### config.mk
export PLATFORM = sky130hd
export DESIGN_NAME = aer_rate_encoder_flat
export DESIGN_NICKNAME = d
export VERILOG_FILES = /design/src/rtl/aer_rate_encoder_if.sv /design/src/rtl/aer_rate_encoder.sv /design/src/flat_wrapper.sv
export SDC_FILE = /design/constraint.sdc
export NUM_CORES = 1
export LEC_CHECK = 0
export CORE_MARGIN = 8
export CORE_UTILIZATION = 30
export CTS_CLUSTER_SIZE = 12
export DETAILED_ROUTE_END_ITERATION = 12
export DONT_BUFFER_PORTS = 1
export HOLD_SLACK_MARGIN = 0.08
export SYNTH_ARGS = -nofsm -noshare
export SYNTH_HDL_FRONTEND = slang
export SYNTH_SLANG_ARGS = --single-unit
### constraint.sdc
create_clock -name clk -period 5.2 [get_ports clk]
set_clock_uncertainty 0.05 [all_clocks]
set_input_delay 1.04 -clock clk [delete_from_list [all_inputs] [get_ports clk]]
set_output_delay 1.04 -clock clk [all_outputs]
set_load 0.005 [all_outputs]
### src/rtl/aer_rate_encoder_if.sv
// AER output bus: a single event address with a valid/ready handshake.
//
// Handshake: an event transfers on every rising clk edge where aer_valid and
// aer_ready are both 1. Once the master raises aer_valid, it holds aer_valid and
// aer_addr stable until that transfer happens, so an event is never withdrawn.
// The slave may drive aer_ready freely, and aer_ready may depend on aer_valid.
interface aer_rate_encoder_if #(
  parameter int ADDR_W = 2
);
  logic [ADDR_W-1:0] aer_addr;
  logic              aer_valid;
  logic              aer_ready;

  modport master (output aer_addr, output aer_valid, input aer_ready);
  modport slave  (input aer_addr, input aer_valid, output aer_ready);
endinterface

### src/rtl/aer_rate_encoder.sv
// N-channel rate encoder with an AER output.
// Each channel maps its pixel intensity to a spike period and counts down with a
// staggered start phase. Fired spikes wait in per-channel pending flags. A
// round-robin arbiter moves them onto one AER bus. A spike that finds its own
// channel's flag still set is lost and counted in a saturating drop counter.
module aer_rate_encoder #(
  parameter int NUM_CH       = 4,
  parameter int PIXEL_WIDTH  = 4,
  parameter int CNT_WIDTH    = 8,
  parameter int BASE_PERIOD  = 4,
  parameter int STEP_SHIFT   = 1,
  parameter int QUIET_PERIOD = 100,
  parameter int PHASE_STEP   = 1,
  parameter int DROP_WIDTH   = 16
) (
  input  logic                          clk,
  input  logic                          rst_n,
  input  logic                          enable,
  input  logic [NUM_CH*PIXEL_WIDTH-1:0] pixels_in,
  output logic [NUM_CH-1:0]             spike_out,
  aer_rate_encoder_if.master            aer,
  output logic [DROP_WIDTH-1:0]         drop_cnt,
  input  logic                          drop_clr
);

  localparam int     ADDR_W  = $clog2(NUM_CH);
  localparam int     SUM_W   = DROP_WIDTH + $clog2(NUM_CH + 1);
  localparam longint CNT_MAX = (longint'(1) << CNT_WIDTH) - 1;

  // Reload value (period - 1) for a pixel. The period saturates at the counter range.
  function automatic logic [CNT_WIDTH-1:0] reload_val(input logic [PIXEL_WIDTH-1:0] p);
    longint per;
    if (p == '0) begin
      per = longint'(QUIET_PERIOD);
    end else begin
      per = longint'(BASE_PERIOD) +
            (((longint'(1) << PIXEL_WIDTH) - 1 - longint'(p)) << STEP_SHIFT);
    end
    if (per > CNT_MAX) per = CNT_MAX;
    return CNT_WIDTH'(per - 1);
  endfunction

  // Start phase of channel i. It is used at reset and whenever the encoders are disabled.
  function automatic logic [CNT_WIDTH-1:0] phase_val(input int i);
    return CNT_WIDTH'(i * PHASE_STEP);
  endfunction

  logic [CNT_WIDTH-1:0]  cnt_q [NUM_CH];
  logic [CNT_WIDTH-1:0]  cnt_d [NUM_CH];
  logic [NUM_CH-1:0]     pend_q, pend_d;
  logic [NUM_CH-1:0]     spike_q;
  logic [NUM_CH-1:0]     fire;
  logic [NUM_CH-1:0]     grant_mask;
  logic [NUM_CH-1:0]     drop_vec;
  logic [ADDR_W-1:0]     ptr_q, ptr_d;
  logic [ADDR_W-1:0]     addr_q;
  logic                  valid_q;
  logic                  load;
  logic                  grant_vld;
  logic [ADDR_W-1:0]     grant_idx;
  logic [DROP_WIDTH-1:0] drop_q, drop_d;
  logic [SUM_W-1:0]      drop_n, drop_sum;

  // Countdown per channel. On expiry, reload from the pixel seen that cycle;
  // a nonzero pixel also fires.
  always_comb begin
    fire = '0;
    for (int i = 0; i < NUM_CH; i++) begin
      cnt_d[i] = phase_val(i);
      if (enable) begin
        if (cnt_q[i] == '0) begin
          cnt_d[i] = reload_val(pixels_in[i*PIXEL_WIDTH +: PIXEL_WIDTH]);
          fire[i]  = (pixels_in[i*PIXEL_WIDTH +: PIXEL_WIDTH] != '0);
        end else begin
          cnt_d[i] = cnt_q[i] - CNT_WIDTH'(1);
        end
      end
    end
  end

  // Round-robin grant. The search starts at the pointer. A new event loads only
  // when the output register is empty or is being accepted this cycle.
  always_comb begin
    load       = enable && (!valid_q || aer.aer_ready);
    grant_vld  = 1'b0;
    grant_idx  = '0;
    grant_mask = '0;
    if (load) begin
      for (int k = 0; k < NUM_CH; k++) begin
        if (!grant_vld && pend_q[(int'(ptr_q) + k) % NUM_CH]) begin
          grant_vld = 1'b1;
          grant_idx = ADDR_W'((int'(ptr_q) + k) % NUM_CH);
        end
      end
    end
    if (grant_vld) grant_mask[grant_idx] = 1'b1;
    ptr_d = ptr_q;
    if (grant_vld) ptr_d = (int'(grant_idx) == NUM_CH - 1) ? '0 : grant_idx + ADDR_W'(1);
  end

  // Pending update: set wins over the grant clear. A fire onto a flag that is
  // still set, and not granted, is a drop.
  always_comb begin
    drop_vec = fire & pend_q & ~grant_mask;
    pend_d   = enable ? ((pend_q & ~grant_mask) | fire) : '0;
    drop_n   = '0;
    for (int i = 0; i < NUM_CH; i++) drop_n = drop_n + SUM_W'(drop_vec[i]);
    drop_sum = SUM_W'(drop_q) + drop_n;
    drop_d   = (drop_sum[SUM_W-1:DROP_WIDTH] != '0) ? '1 : drop_sum[DROP_WIDTH-1:0];
    if (drop_clr) drop_d = '0;
  end

  // State registers: counters, pending flags, pointer, AER output register, drop counter.
  always_ff @(posedge clk or negedge rst_n) begin
    if (!rst_n) begin
      for (int i = 0; i < NUM_CH; i++) cnt_q[i] <= phase_val(i);
      pend_q  <= '0;
      spike_q <= '0;
      ptr_q   <= '0;
      addr_q  <= '0;
      valid_q <= 1'b0;
      drop_q  <= '0;
    end else begin
      for (int i = 0; i < NUM_CH; i++) cnt_q[i] <= cnt_d[i];
      pend_q  <= pend_d;
      spike_q <= fire;
      ptr_q   <= ptr_d;
      drop_q  <= drop_d;
      if (grant_vld) begin
        addr_q  <= grant_idx;
        valid_q <= 1'b1;
      end else if (valid_q && aer.aer_ready) begin
        valid_q <= 1'b0;
      end
    end
  end

  assign spike_out     = spike_q;
  assign aer.aer_addr  = addr_q;
  assign aer.aer_valid = valid_q;
  assign drop_cnt      = drop_q;

endmodule

### src/flat_wrapper.sv
// flat-port wrapper written by rule: the top's interface ports become plain ports
module aer_rate_encoder_flat 
#(
  parameter int NUM_CH       = 4,
  parameter int PIXEL_WIDTH  = 4,
  parameter int CNT_WIDTH    = 8,
  parameter int BASE_PERIOD  = 4,
  parameter int STEP_SHIFT   = 1,
  parameter int QUIET_PERIOD = 100,
  parameter int PHASE_STEP   = 1,
  parameter int DROP_WIDTH   = 16
)
  (clk, rst_n, enable, pixels_in, spike_out, drop_cnt, drop_clr, aer_aer_addr, aer_aer_valid, aer_aer_ready);
  aer_rate_encoder_if #(.ADDR_W(2)) aer_i ();
  input  logic clk;
  input  logic rst_n;
  input  logic enable;
  input  logic [NUM_CH*PIXEL_WIDTH-1:0] pixels_in;
  output logic [NUM_CH-1:0] spike_out;
  output logic [DROP_WIDTH-1:0] drop_cnt;
  input  logic drop_clr;
  output wire logic [$bits(aer_i.aer_addr)-1:0] aer_aer_addr;
  output wire logic [$bits(aer_i.aer_valid)-1:0] aer_aer_valid;
  input wire logic [$bits(aer_i.aer_ready)-1:0] aer_aer_ready;
  assign aer_aer_addr = aer_i.aer_addr;
  assign aer_aer_valid = aer_i.aer_valid;
  assign aer_i.aer_ready = aer_aer_ready;
  aer_rate_encoder #(.NUM_CH(NUM_CH), .PIXEL_WIDTH(PIXEL_WIDTH), .CNT_WIDTH(CNT_WIDTH), .BASE_PERIOD(BASE_PERIOD), .STEP_SHIFT(STEP_SHIFT), .QUIET_PERIOD(QUIET_PERIOD), .PHASE_STEP(PHASE_STEP), .DROP_WIDTH(DROP_WIDTH)) u_core (.clk(clk), .rst_n(rst_n), .enable(enable), .pixels_in(pixels_in), .spike_out(spike_out), .aer(aer_i), .drop_cnt(drop_cnt), .drop_clr(drop_clr));
endmodule
=== Word-level counts from Yosys, hierarchy flattened ===
Index checks and enable logic that the tools add are counted.

* Reduce and logical (&&, ||, !) cells: 28
* Div/mod/pow operators: 0
* Equality and inequality tests: 1
* Muxes and demuxes: 73
* Add/sub/neg operators: 24
* Magnitude comparators: 10
* Shift-type cells: 0
* Multipliers: 0
* Bitwise operators: 8

{| class="wikitable"
|+ Operator list
! cell !! number
|-
| two-way mux 64 bit || 12
|-
| adder 4 x 64 -> 64 bit (first input constant) || 4
|-
| > comparator 64 x 9 -> 1 bit (second input constant) || 4
|-
| two-way mux 8 bit || 20
|-
| adder 19 x 1 -> 19 bit || 2
|-
| logical NOT 8 bit || 4
|-
| two-way mux 16 bit || 2
|-
| subtractor 8 x 1 -> 8 bit (second input constant) || 4
|-
| subtractor 8 x 2 -> 8 bit (second input constant) || 4
|-
| two-way mux 1 bit || 26
|-
| subtractor 4 x 4 -> 5 bit (first input constant) || 4
|-
| adder 16 x 19 -> 19 bit || 1
|-
| logical NOT 4 bit || 4
|-
| nonzero test 4 bit || 4
|-
| bitwise AND 4 bit || 3
|-
| less-than comparator 3 x 4 -> 1 bit (second input constant) || 3
|-
| two-way mux 2 bit || 6
|-
| binary-select mux 1 bit (select 2 bit) || 4
|-
| two-way mux 4 bit || 2
|-
| logical AND 1 bit || 6
|-
| less-than comparator 2 x 3 -> 1 bit (second input constant) || 2
|-
| OR reduction 2 bit || 3
|-
| adder 2 x 1 -> 2 bit (second input constant) || 2
|-
| adder 2 bit (second input constant) || 2
|-
| other kinds (11) || 16
|}

* Register bits after elaboration: 61
* RAM bits: 0
* Memories: 0
* Bits in latches: 0
* Word-level logic and storage cells: 154
* Output and inout bits: 23
* Bits in read-only memories: 0

=== Logic depth before layout (Yosys ltp) ===
* Depth in word-level cells: 31
* Depth in mapped cells: 18

=== Least setup slack after synthesis ===
OpenSTA, ideal clock, no wires.

* Kind: input to register
* From: input aer_aer_ready
* To: register u_core.drop_q[10] (netlist: u_core.drop_cnt[10])
* Cell stages on the path: 18
* Arrival: 4.818 ns
* Slack: 0.195 ns
* Cell sequence: nand2b_1 nand2_1 a21o_1 a311oi_1 inv_1 ha_1 a21boi_0 and2_1 ha_1 fa_1 ha_1 fa_1 a21o_1 and4_1 clkbuf_1 nand3_1 clkbuf_1 a21oi_1

* Word-level cells in the longest chain between the ends: 17
* Elaborated cells on any way between the ends: 19
* Classes of those cells: 4 x add/sub; 2 x order compare; 7 x mux; 2 x bitwise; 4 x reduce/logical

{| class="wikitable"
|+ Ends and longest elaborated chain
! element !! line !! text
|-
| from (decl) || flat_wrapper.sv:24 || <nowiki>input wire logic [$bits(aer_i.aer_ready)-1:0] aer_aer_ready;</nowiki>
|-
| logical OR 1 bit (*) || aer_rate_encoder.sv:84 || <nowiki>load = enable && (!valid_q || aer.aer_ready);</nowiki>
|-
| logical AND 1 bit (*) || aer_rate_encoder.sv:84 ||
|-
| two-way mux 2 bit (*) || aer_rate_encoder.sv:88 || <nowiki>if (load) begin</nowiki>
|-
| net u_core.grant_idx[0] || aer_rate_encoder.sv:60 || <nowiki>logic [ADDR_W-1:0] grant_idx;</nowiki>
|-
| less-than comparator 2 x 3 -> 1 bit (implied by the code) / >= comparator 2 x 1 -> 1 bit (equally long branches) || aer_rate_encoder.sv:96 || <nowiki>if (grant_vld) grant_mask[grant_idx] = 1'b1;</nowiki>
|-
| logical AND 1 bit (implied by the code) || aer_rate_encoder.sv:96 ||
|-
| two-way mux 1 bit (implied by the code) || aer_rate_encoder.sv:96 ||
|-
| demux 1 bit (select 2 bit) (*) || - ||
|-
| [... 3 more ...] || - ||
|-
| adder 1 x 1 -> 2 bit || aer_rate_encoder.sv:107 || <nowiki>for (int i = 0; i < NUM_CH; i++) drop_n = drop_n + SUM_W'(drop_vec[i]);</nowiki>
|-
| adder 19 x 1 -> 19 bit || aer_rate_encoder.sv:107 ||
|-
| adder 19 x 1 -> 19 bit (*) || aer_rate_encoder.sv:107 ||
|-
| adder 16 x 19 -> 19 bit (*) || aer_rate_encoder.sv:108 || <nowiki>drop_sum = SUM_W'(drop_q) + drop_n;</nowiki>
|-
| nonzero test 3 bit || aer_rate_encoder.sv:109 || <nowiki>drop_d = (drop_sum[SUM_W-1:DROP_WIDTH] != '0) ? '1 : drop_sum[DROP_WIDTH-1:0];</nowiki>
|-
| two-way mux 16 bit (*) || aer_rate_encoder.sv:109 ||
|-
| two-way mux 16 bit (*) || aer_rate_encoder.sv:110 || <nowiki>if (drop_clr) drop_d = '0;</nowiki>
|-
| net u_core.drop_d[10] || aer_rate_encoder.sv:61 || <nowiki>logic [DROP_WIDTH-1:0] drop_q, drop_d;</nowiki>
|-
| to (signal assigned) || aer_rate_encoder.sv:128 || <nowiki>drop_q <= drop_d;</nowiki>
|-
| to (decl) || aer_rate_encoder.sv:61 ||
|}

The timed path passes the listed nets; every way through them passes the cells marked *.
A chain may end at the register's enable or synchronous reset.

=== Worst setup path in the final report ===
* From: input aer_aer_ready
* To: register u_core.drop_q[8] (netlist: u_core.drop_cnt[8])

Same word-level chain as after synthesis.

==> flow_summary.html <==
<table>
<tr><th>Metric</th><th>Value</th></tr>
<tr><th colspan="2">Finish</th></tr>
<tr><td>Final-layout fill cell count</td><td>1312</td></tr>
<tr><td>Number of nets at the end of the flow</td><td>485</td></tr>
<tr><td>Final standard cell area without fillers</td><td>0.00442 mm^2</td></tr>
<tr><td>Syn-to-layout area delta</td><td>13.4%</td></tr>
<tr><td>Antenna diode instance count</td><td>0</td></tr>
<tr><td>Proportion of layout cells with a drive suffix above 1</td><td>0.0729</td></tr>
<tr><td>Final std cells w/o fill</td><td>611</td></tr>
<tr><th colspan="2">Clock tree</th></tr>
<tr><td>Clk slew on worst S/H paths</td><td>50 ps</td></tr>
<tr><td>Clk buf depth</td><td>2</td></tr>
<tr><td>Clock latency on the worst-skew pair</td><td>330 ps</td></tr>
<tr><td>Clock sinks</td><td>61</td></tr>
<tr><td>Hold-fix buffer count after cts</td><td>0</td></tr>
<tr><td>Setup fix buffers added after clock tree synthesis</td><td>0</td></tr>
<tr><td>Number of buffers created by CTS</td><td>9</td></tr>
<tr><td>CTS tree</td><td>built</td></tr>
<tr><td>Count of cells resized by post-cts repair</td><td>0</td></tr>
<tr><td>Maximum level of the CTS H-tree</td><td>3</td></tr>
<tr><td>Buffer type at the clock tree root</td><td>clkbuf_16</td></tr>
<tr><th colspan="2">Timing</th></tr>
<tr><td>Number of hold-slack violations in the final timing report</td><td>0</td></tr>
<tr><td>Final setup slack of the worst path</td><td>493 ps</td></tr>
<tr><td>Maximum clock frequency</td><td>0.212 GHz</td></tr>
<tr><td>Final critical delay including setup and external delays</td><td>4710 ps</td></tr>
<tr><td>Count of pins over their slew limit</td><td>0</td></tr>
<tr><td>Final period util</td><td>0.905</td></tr>
<tr><td>Post-Route Setup TNS</td><td>0 ps</td></tr>
<tr><td>Setup repair after global routing missed its margin</td><td>no</td></tr>
<tr><td>Measured slew at the worst slew-check pin</td><td>643 ps</td></tr>
<tr><td>Slew margin rel.</td><td>0.566</td></tr>
<tr><td>Number of failing setup endpoints in the final timing report</td><td>0</td></tr>
<tr><th colspan="2">Die</th></tr>
<tr><td>Die width</td><td>130 um</td></tr>
<tr><td>Vert. Die Dim</td><td>130 um</td></tr>
<tr><td>Area enclosed by the die boundary</td><td>0.0169 mm^2</td></tr>
<tr><td>Initial Util</td><td>0.308</td></tr>
<tr><td>Number of primary I/O pins</td><td>44</td></tr>
<tr><td>Std-Cell Core Area</td><td>0.0127 mm^2</td></tr>
<tr><td>Number of core rows</td><td>41</td></tr>
<tr><th colspan="2">Detailed routing</th></tr>
<tr><td>Routed via count</td><td>3099</td></tr>
<tr><td># DRC</td><td>0</td></tr>
<tr><td>Drt initial violations</td><td>187</td></tr>
<tr><td>Per-cell routed wire length</td><td>15.0 um</td></tr>
<tr><td>Wire length after detailed routing</td><td>9180 um</td></tr>
<tr><td>Antenna-violating nets left</td><td>0</td></tr>
<tr><td>Via-per-instance ratio</td><td>5.07</td></tr>
<tr><td>First drt pass iteration count</td><td>4</td></tr>
<tr><th colspan="2">Yosys</th></tr>
<tr><td>Number of enable flip-flop cells after synthesis</td><td>0</td></tr>
<tr><td>Post-Syn Nets</td><td>478</td></tr>
<tr><td>Post-Syn Instances</td><td>427</td></tr>
<tr><td>Warnings, synthesis</td><td>0</td></tr>
<tr><td>Primary flip-flop cell chosen by synthesis mapping</td><td>dfrtp_1</td></tr>
<tr><td>Share of flip-flops with an asynchronous set or reset after synthesis</td><td>1.00</td></tr>
<tr><td>Combined area of all synthesized cells</td><td>0.00390 mm^2</td></tr>
<tr><td>Avg Synthesized Cell Area</td><td>9.13 um^2</td></tr>
<tr><td>Proportion of synthesized chip area in sequential cells</td><td>0.393</td></tr>
<tr><td>Flip-flop and latch count after synthesis</td><td>61</td></tr>
<tr><td>Cell variety after synth</td><td>57</td></tr>
<tr><th colspan="2">Critical path</th></tr>
<tr><td>Worst setup EP type</td><td>flip-flop</td></tr>
<tr><td>Worst setup path category</td><td>input pin to flip-flop</td></tr>
<tr><td>CP Cell Sequence</td><td>nand2b_1 &gt; nand2_1 &gt; a21o_1 &gt; a311oi_1 &gt; inv_1 &gt; ha_1 &gt; a21boi_0 &gt; and2_1 &gt; ha_1 &gt; fa_1 &gt; ha_1 &gt; fa_1 &gt; a21o_1 &gt; and4_1 &gt; nand3_1 &gt; a21oi_1</td></tr>
<tr><td>Setup crit start kind</td><td>input pin</td></tr>
<tr><td>Worst endpoint data arrival time</td><td>4840 ps</td></tr>
<tr><td>Biggest cell delay along the critical path</td><td>460 ps</td></tr>
<tr><td>Most frequent cell on the critical path</td><td>ha_1</td></tr>
<tr><td>Standard cell with the maximum stage delay on the critical path</td><td>fa_1</td></tr>
<tr><td>Data required time of the worst path</td><td>5330 ps</td></tr>
<tr><td>Crit path max fanout</td><td>13</td></tr>
<tr><td>Bufs and invs on worst path</td><td>1</td></tr>
<tr><td>Largest delay share family, worst path</td><td>adder cells</td></tr>
<tr><th colspan="2">Placed design</th></tr>
<tr><td>Total instance count after detailed placement</td><td>595</td></tr>
<tr><td>IO buf count</td><td>0</td></tr>
<tr><td>Routability congestion estimate</td><td>0.843</td></tr>
<tr><td>Placed standard-cell area</td><td>0.00412 mm^2</td></tr>
<tr><td>Detailed-placement wirelength estimate</td><td>6680 um</td></tr>
<tr><td>Dpl ws</td><td>137 ps</td></tr>
<tr><th colspan="2">Power and ir drop</th></tr>
<tr><td>Standby leakage power</td><td>1.99 nW</td></tr>
<tr><td>Cell Pwr Density</td><td>429 mW/mm^2</td></tr>
<tr><td>Worst vdd rail ir drop</td><td>0.188 mV</td></tr>
<tr><th colspan="2">GRT</th></tr>
<tr><td>Overflow left after global routing</td><td>0</td></tr>
<tr><td>Maximum number of pins on one net before global-route repair</td><td>62</td></tr>
<tr><td>Global-route wire length before repair</td><td>15700 um</td></tr>
<tr><td>Number of antenna violations at the first check in global routing</td><td>0</td></tr>
<tr><td>Global routing usage summed across all routing layers</td><td>0.117</td></tr>
<tr><td>Via count of the first global-routing pass</td><td>3265</td></tr>
<tr><th colspan="2">Hold path</th></tr>
<tr><td>Worst min-delay path class</td><td>input pin to async pin</td></tr>
<tr><th colspan="2">Status</th></tr>
<tr><td>Result of the run</td><td>finished, final reports clean</td></tr>
<tr><th colspan="2">Run</th></tr>
<tr><td>Number of max-capacitance violations reported</td><td>0</td></tr>
</table>
==> worst reg2reg max path, stage by stage (launching register included) <==
cell	delay, ps
dfrtp_1	400
or4_1	620
nor2_1	230
nand2_1	260
nor3_1	340
and2_1	190
ha_1	240
fa_1	460
ha_1	230
fa_1	410
a21o_1	230
and4_1	270
nand3_1	420
a21oi_1	130
==> state kept, by name, summed over array words and instances, names as in the netlist <==
name / count
u_core.cnt_q: 32
u_core.drop_cnt: 16
u_core.pend_q: 4
u_core.spike_out: 4
u_core.aer.aer_addr: 2
u_core.ptr_q: 2
u_core.aer.aer_valid: 1
==> power breakdown <==
group / internal (mW) / switching (mW) / total (mW) / leakage (nW)
logic: 0.277 / 0.332 / 0.609 / 1.04
registers: 0.585 / 0.103 / 0.689 / 0.810
clock network: 0.382 / 0.216 / 0.598 / 0.140
==> kinds of logic (layout without fill, tap and decap cells) <==
group,after synthesis,count (layout),share of synthesized area
simple gates,155,155,0.209
compound gates,100,100,0.171
flops,61,61,0.393
buf+inv,43,55,0.0420
xor+xnor,37,37,0.0831
fa+ha+maj,30,30,0.100
mux,1,1,0.00257
==> synth_stat cells (3+ instances only) <==
library cell / n / area (um^2)
or4_1: 3 / 22.5
a221oi_1: 3 / 26.3
ha_1: 28 / 350
o21ai_0: 16 / 80.1
and3_1: 5 / 31.3
a211oi_1: 11 / 82.6
dfstp_2: 4 / 105
a21o_1: 4 / 30.0
and4_1: 3 / 26.3
a21oi_1: 30 / 150
nor2b_1: 4 / 25.0
nand2b_1: 13 / 81.3
o21a_1: 5 / 37.5
nor2_1: 35 / 131
xnor2_1: 20 / 175
clkbuf_1: 6 / 22.5
nor3_1: 19 / 95.1
and2_1: 6 / 37.5
dfrtp_1: 57 / 1430
a22oi_1: 3 / 22.5
nand2_1: 32 / 120
a311oi_1: 5 / 43.8
inv_1: 33 / 124
nor3b_1: 7 / 52.6
xor2_1: 17 / 149
a31oi_1: 3 / 18.8
nand3_1: 10 / 50.1
nand4_1: 3 / 18.8
a21boi_0: 3 / 22.5
==> layout make-up <==
class | instances | area, um^2 | share of cell area
well taps | 172 | 215 | 0.0487
inverters | 33 | 124 | 0.0280
repair buffers | 6 | 45.0 | 0.0102
flip-flops and latches | 61 | 1530 | 0.346
clock buffers | 10 | 239 | 0.0540
clock inverters | 6 | 62.6 | 0.0141
multi-input cells | 323 | 2200 | 0.499
==> placed cells by master (no fill, tap or decap), drive strengths merged, types with 6 or more instances in the layout <==
cell    instances
nor3b           7
nand3          10
nor2           36
nor3           20
xor2           17
o21ai          17
a21oi          30
a211oi         11
inv            33
nand2b         13
and2            7
clkbuf         10
xnor2          20
nand2          32
ha             28
buf             6
dfrtp          57
==> through the flow <==
| step | util | power [mW] | hold slack (ps) |
|---|---|---|---|
| global route | 0.349 | 2.04 | 339 |
| floorplan | - | 1.16 | 384 |
| detailed placement | 0.325 | 1.30 | 403 |
| global placement | 0.325 | 1.28 | 398 |
| CTS | 0.349 | 1.92 | 347 |
| finish | 0.349 | 1.90 | 355 |
==> worst paths after layout <==
| kind | slack (ps) | to | from | depth (start not counted) |
|---|---|---|---|---|
| setup / recovery | 490 | u_core.drop_cnt[8]$_DFF_PN0_ | aer_aer_ready | 16 |
| hold / removal | 350 | u_core.drop_cnt[9]$_DFF_PN0_ | rst_n | 0 |
| setup reg to reg | 590 | u_core.drop_cnt[8]$_DFF_PN0_ | u_core.cnt_q[27]$_DFF_PN0_ | 13 |
| hold reg to reg | 410 | u_core.cnt_q[16]$_DFF_PN1_ | u_core.cnt_q[16]$_DFF_PN1_ | 1 |
| max in group asynchronous | 4560 | u_core.cnt_q[16]$_DFF_PN1_ | rst_n | 0 |
| min in group clk | 410 | u_core.cnt_q[16]$_DFF_PN1_ | u_core.cnt_q[16]$_DFF_PN1_ | 1 |
==> per-layer routing <==
layer	global-route usage	vias to the layer above	wire, um
met5	0	-	0
met4	0.0444	0	138
met2	0.197	55	4500
met3	0.0404	12	538
met1	0.134	1500	4000
li1	-	1532	-
Power figures use the tool's default switching activity.
